`src/rtl/screen_scanout.sv`:
```
// screen_scanout: reads the CHIP-8 64x32 1bpp framebuffer over the shared byte-wide
// memory port and streams SSD1306-style page/column bytes over valid/ready.
// Optional build macro SCANOUT_SCALE2X_EN: 2x scaling for a 128x64 panel
// (8 pages of 4 source rows each, every source column emitted twice).
//
// Handshake: out_valid/out_byte/out_first are driven purely from registers. A byte
// is transferred on any cycle where out_valid && out_ready. Once out_valid rises it
// stays high and out_byte/out_first stay stable until that transfer happens.
module screen_scanout #(
    parameter logic [15:0] screen_start = 16'h100
) (
    input  logic        clk,
    input  logic        reset,
    input  logic        refresh,
    output logic        busy,
    output logic        frame_done,
    input  logic        mem_free,
    output logic        mem_read,
    output logic [15:0] mem_addr,
    input  logic [7:0]  mem_read_byte,
    output logic        out_valid,
    input  logic        out_ready,
    output logic [7:0]  out_byte,
    output logic        out_first
);

`ifdef SCANOUT_SCALE2X_EN
    localparam logic [2:0] PAGE_LAST = 3'd7;
    localparam logic [2:0] ROW_LAST  = 3'd3;
`else
    localparam logic [2:0] PAGE_LAST = 3'd3;
    localparam logic [2:0] ROW_LAST  = 3'd7;
`endif

    typedef enum logic [2:0] {
        S_IDLE,
        S_READ,
        S_WAIT,
        S_CAPTURE,
        S_EMIT
    } state_t;

    state_t      state;
    state_t      state_d;

    logic [2:0]  page;
    logic [2:0]  group;
    logic [2:0]  row;
    logic [2:0]  col;
    logic [7:0]  row_buf [0:7];

    logic        col_last;
    logic        col_start;
    logic        frame_last;
    logic [7:0]  addr_off;

`ifdef SCANOUT_SCALE2X_EN
    // sub selects the first/second copy of a doubled source column
    logic        sub;
    assign col_last  = (col == 3'd7) && sub;
    assign col_start = (col == 3'd0) && !sub;
    // (page*4 + row)*8 + group
    assign addr_off  = {page, row[1:0], group};
`else
    assign col_last  = (col == 3'd7);
    assign col_start = (col == 3'd0);
    // (page*8 + row)*8 + group
    assign addr_off  = {page[1:0], row, group};
`endif

    assign frame_last = col_last && (group == 3'd7) && (page == PAGE_LAST);

    // State register
    always_ff @(posedge clk) begin
        if (reset) begin
            state <= S_IDLE;
        end else begin
            state <= state_d;
        end
    end

    // Next-state and state-decoded outputs
    always_comb begin
        state_d   = state;
        busy      = (state != S_IDLE);
        out_valid = (state == S_EMIT);
        out_first = 1'b0;
        case (state)
            S_IDLE: begin
                if (refresh) state_d = S_READ;
            end
            S_READ: begin
                if (mem_free) state_d = S_WAIT;
            end
            S_WAIT: begin
                state_d = S_CAPTURE;
            end
            S_CAPTURE: begin
                if (row == ROW_LAST) state_d = S_EMIT;
                else                 state_d = S_READ;
            end
            S_EMIT: begin
                out_first = (page == 3'd0) && (group == 3'd0) && col_start;
                if (out_ready) begin
                    if (frame_last)    state_d = S_IDLE;
                    else if (col_last) state_d = S_READ;
                end
            end
            default: state_d = S_IDLE;
        endcase
    end

    // Transpose: bit k of the column byte comes from buffered row k (k/2 when scaled)
    always_comb begin
        out_byte = 8'h00;
        if (state == S_EMIT) begin
            for (int k = 0; k < 8; k++) begin
`ifdef SCANOUT_SCALE2X_EN
                out_byte[k] = row_buf[k / 2][3'd7 - col];
`else
                out_byte[k] = row_buf[k][3'd7 - col];
`endif
            end
        end
    end

    // Counters, row buffer, registered memory strobe and frame_done pulse
    always_ff @(posedge clk) begin
        if (reset) begin
            page       <= 3'd0;
            group      <= 3'd0;
            row        <= 3'd0;
            col        <= 3'd0;
`ifdef SCANOUT_SCALE2X_EN
            sub        <= 1'b0;
`endif
            mem_read   <= 1'b0;
            mem_addr   <= 16'h0000;
            frame_done <= 1'b0;
            for (int i = 0; i < 8; i++) row_buf[i] <= 8'h00;
        end else begin
            mem_read   <= 1'b0;
            mem_addr   <= 16'h0000;
            frame_done <= 1'b0;
            case (state)
                S_IDLE: begin
                    if (refresh) begin
                        page  <= 3'd0;
                        group <= 3'd0;
                        row   <= 3'd0;
                        col   <= 3'd0;
`ifdef SCANOUT_SCALE2X_EN
                        sub   <= 1'b0;
`endif
                    end
                end
                S_READ: begin
                    // one read per grant; the WAIT/CAPTURE cycles keep it single-outstanding
                    if (mem_free) begin
                        mem_read <= 1'b1;
                        mem_addr <= screen_start + {8'h00, addr_off};
                    end
                end
                S_CAPTURE: begin
                    row_buf[row] <= mem_read_byte;
                    if (row == ROW_LAST) begin
                        row <= 3'd0;
                        col <= 3'd0;
`ifdef SCANOUT_SCALE2X_EN
                        sub <= 1'b0;
`endif
                    end else begin
                        row <= row + 3'd1;
                    end
                end
                S_EMIT: begin
                    if (out_ready) begin
                        if (col_last) begin
                            col <= 3'd0;
`ifdef SCANOUT_SCALE2X_EN
                            sub <= 1'b0;
`endif
                            group <= group + 3'd1;
                            if (group == 3'd7) begin
                                page <= (page == PAGE_LAST) ? 3'd0 : page + 3'd1;
                            end
                            if (frame_last) frame_done <= 1'b1;
                        end else begin
`ifdef SCANOUT_SCALE2X_EN
                            sub <= ~sub;
                            if (sub) col <= col + 3'd1;
`else
                            col <= col + 3'd1;
`endif
                        end
                    end
                end
                default: ;
            endcase
        end
    end

endmodule

```
`config.mk`:
```
export PLATFORM = sky130hd
export DESIGN_NAME = screen_scanout
export DESIGN_NICKNAME = d
export VERILOG_FILES = /design/src/rtl/screen_scanout.sv
export SDC_FILE = /design/constraint.sdc
export NUM_CORES = 1
export LEC_CHECK = 0
export ABC_AREA = 1
export CAP_MARGIN = 30
export CORE_MARGIN = 3
export CORE_UTILIZATION = 52
export CTS_CLUSTER_SIZE = 8
export DETAILED_ROUTE_END_ITERATION = 10
export HOLD_SLACK_MARGIN = 0.08
export PLACE_DENSITY = 0.79
export SYNTH_ARGS = -nofsm -noshare
export SYNTH_HDL_FRONTEND = slang
export SYNTH_SLANG_ARGS = --single-unit
```
`constraint.sdc`:
```
create_clock -name clk -period 2.5 [get_ports clk]
set_input_delay 0.5 -clock clk [delete_from_list [all_inputs] [get_ports clk]]
set_output_delay 0.5 -clock clk [all_outputs]
set_load 0.05 [all_outputs]
```
==> flow_summary.toml <==
[synthesis]
synth-adder-area-share_pct = 3.02
yosys_warnings = 0
syn-cell-area_sq_mm = 0.00415
avgSynthCellArea_sq_um = 9.07
synth_top_family_by_area = "simple AND/OR/NAND/NOR gates"
ys_ff_latch = 90
synthCells = 457
yosysUniqueCellTypes = 29
synth-xor-area-share_pct = 0
ys_async_sr_fraction_pct = 0
synth_edf_count = 64
muxShareOfSynthArea_pct = 0
synth_ff_type = "edfxtp_1"
synth-simple-area-share_pct = 23.9
synth_compound_area_share_pct = 7.85
seq_area_frac_synth_pct = 58.9

[place]
place.detailed.hpwl_um = 6160
dpl.cell_count = 583
place_congestion = 0.832
dp_slack_ns = 0.403
port_buffers = 34

[die]
start_util_pct = 55.4
die_w_um = 95.3
die_area_sq_mm = 0.00908
die_y_um = 95.3
num_rows = 31
core_area_sq_mm = 0.00749
io_pins = 42

[worst_setup_path]
critical_path_buf_inv_count = 2
cp_data_required_time_ns = 2.00
start_kind = "flop"
crit_fanout = 7
slowest_delay_ns = 0.80
worst-setup-path-type = "reg -> out"
arrival_ns = 1.91
endpoint_kind = "output pin"
worstPathCellList = "inv_2, nand2_1, clkdlybuf4s50_1"
slowest_stage = "clkdlybuf4s50_1"
path_delay_family = "buffers and inverters"

[power_and_ir_drop]
net-switching-power_mw = 0.745
max-vdd-ir-drop_mv = 0.461
power_frac_comb_pct = 10.3
p_per_area_mw_per_mm2 = 601
p_leak_nw = 1.96
pwr-share-seq_pct = 58.9
clockPowerShare_pct = 30.8
power.internal_mw = 2.10
p_sw_share_pct = 26.2

[global_routing]
grt_remaining_overflow = 0
grt.total_usage_pct = 22.0
grt_pass1_vias = 3074
grt_max_degree = 27
grt_pass1_wl_um = 15000
antenna_found_initial = 0

[finish]
utilization_pct = 63.2
synthToLayoutAreaGrowth_pct = 14.1
diodes = 0
layoutNonFillerInstCount = 599
drive_above_1_share_pct = 10.4
final_nets = 518

[timing]
slew_violations = 0
fmax_mhz = 415
setup_tns_ns = 0
slew_headroom_pct = 66.7
period_share_pct = 96.3
rsz0062_at_grt = "no"
max_slew.worst_pin.slew_ns = 0.498
setup_ws_ns = 0.0928
post-route-min-period_ns = 2.41
finalClockSkew_ns = 0.0165
setup_viol = 0
final_hold_viol_count = 0

[clock_network]
postCtsSetupBuffers = 0
ctsHoldBuffers = 0
htree_levels = 3
clock_latency_ns = 0.37
ctsLongestPathBuffers = 2
cts_made_buffers = 9
cts.reportedPaths.clkPinSlew_ns = 0.10
cts_tree = "done"
cts_root_buffer = "clkbuf_8"
cts_resized = 0
clock_sinks = 90

[drt]
route.detailed.drc = 0
viasPerCell = 5.39
ant_nets = 0
drt_first_pass_iters = 6
wirelength_um = 9110
drt_iter0_drc = 282
via_count = 3227
wire_per_inst_um = 15.2

[status]
status = "complete, no violations"

[worst_hold_path]
worstHoldPathType = "reg -> reg"

[run]
cap_violations = 0
layout by cell type, fill, tap and decap left out, drive strengths merged:
master,instances
nor3b,1
clkdlybuf4s50,24
ha,10
nand2,67
nand3,8
inv,38
o21ai,36
nor3,4
o22ai,8
o211ai,8
conb,7
clkbuf,10
dfxtp,26
nor4,1
nand3b,1
nand4,3
buf,19
edfxtp,64
clkinv,4
a21oi,7
nor2,154
per-stage QoR:
step	hold WS, ns	total power, mW	cell area [sq um]
finish	0.487	2.84	4730
global placement	0.466	1.99	4560
floorplan	0.449	1.92	4180
detailed placement	0.473	2.00	4560
CTS	0.488	2.84	4730
global route	0.518	2.97	4730
routing by layer:
| layer | GRT usage [%] | vias up | share of wire (%) |
|---|---|---|---|
| li1 | - | 1557 | - |
| met1 | 28.9 | 1489 | 40 |
| met2 | 36.3 | 159 | 49 |
| met3 | 3.39 | 22 | 8.4 |
| met4 | 9.62 | 0 | 2.3 |
| met5 | 0 | - | 0 |
power by group through the flow:
stage	clock, mW	combinational, mW	sequential, mW
floorplan	0	0.202	1.71
global placement	0	0.283	1.71
detailed placement	0	0.289	1.71
CTS	0.878	0.291	1.68
global route	0.962	0.325	1.68
finish	0.875	0.292	1.68
path summary, 6_finish.rpt:
path | start | endpoint | slack (ns) | cells past startpoint
max | state[2]$_SDFFE_PP0P_ | busy | 0.09 | 3
min | group[2]$_SDFFE_PP0P_ | mem_addr[2]$_SDFF_PP0_ | 0.49 | 2
max reg2reg | col[1]$_SDFFE_PP0P_ | group[1]$_SDFFE_PP0P_ | 0.61 | 10
min reg2reg | group[2]$_SDFFE_PP0P_ | mem_addr[2]$_SDFF_PP0_ | 0.49 | 2
area by class of cell:
class                   count  area, sq um
clock inverters             6         41.3
flip-flops and latches     90         2440
clock buffers              10          128
inverters                  36          135
multi-input cells         315         1470
repair buffers             43          387
fillers                   570         2760
well taps                  99          124
registers in the layout, indices dropped and copies added (netlist names):
register and count:
col 3, frame_done 1, group 3, mem_addr 9
mem_read 1, page 3, row 3, row_buf 64
state 3
synthesized netlist by cell type (3+ instances only):
master	instances	area share, %
inv_1	34	3.1
buf_2	7	0.84
edfxtp_1	64	46
ha_1	10	3.0
o21ai_0	35	4.2
nand2_1	58	5.3
dfxtp_1	26	13
o22ai_1	8	1.2
nand4_1	3	0.45
nand2_2	9	1.4
nand3_1	8	0.97
nor2_4	4	1.1
buf_4	7	1.3
clkbuf_1	6	0.54
nor3_1	3	0.36
nor2_1	149	13
o211ai_1	8	1.4
a21oi_1	7	0.84
worst reg2reg max path: stages (launching register included):
cell and delay, ns:
dfxtp_1 0.34, buf_4 0.28, ha_1 0.21, ha_1 0.19
inv_1 0.05, nand3_1 0.12, nand2_1 0.10, nor2_1 0.32
nand2_1 0.09, nand2_1 0.07, nor2_1 0.04
cells by family (layout without fill, tap and decap cells):
| group | Yosys count | after routing |
|---|---|---|
| flops | 90 | 90 |
| compound gates | 59 | 59 |
| other cells | 1 | 7 |
| simple gates | 239 | 239 |
| fa+ha+maj | 10 | 10 |
| buf+inv | 58 | 95 |
(Power assumes the default switching activity.)
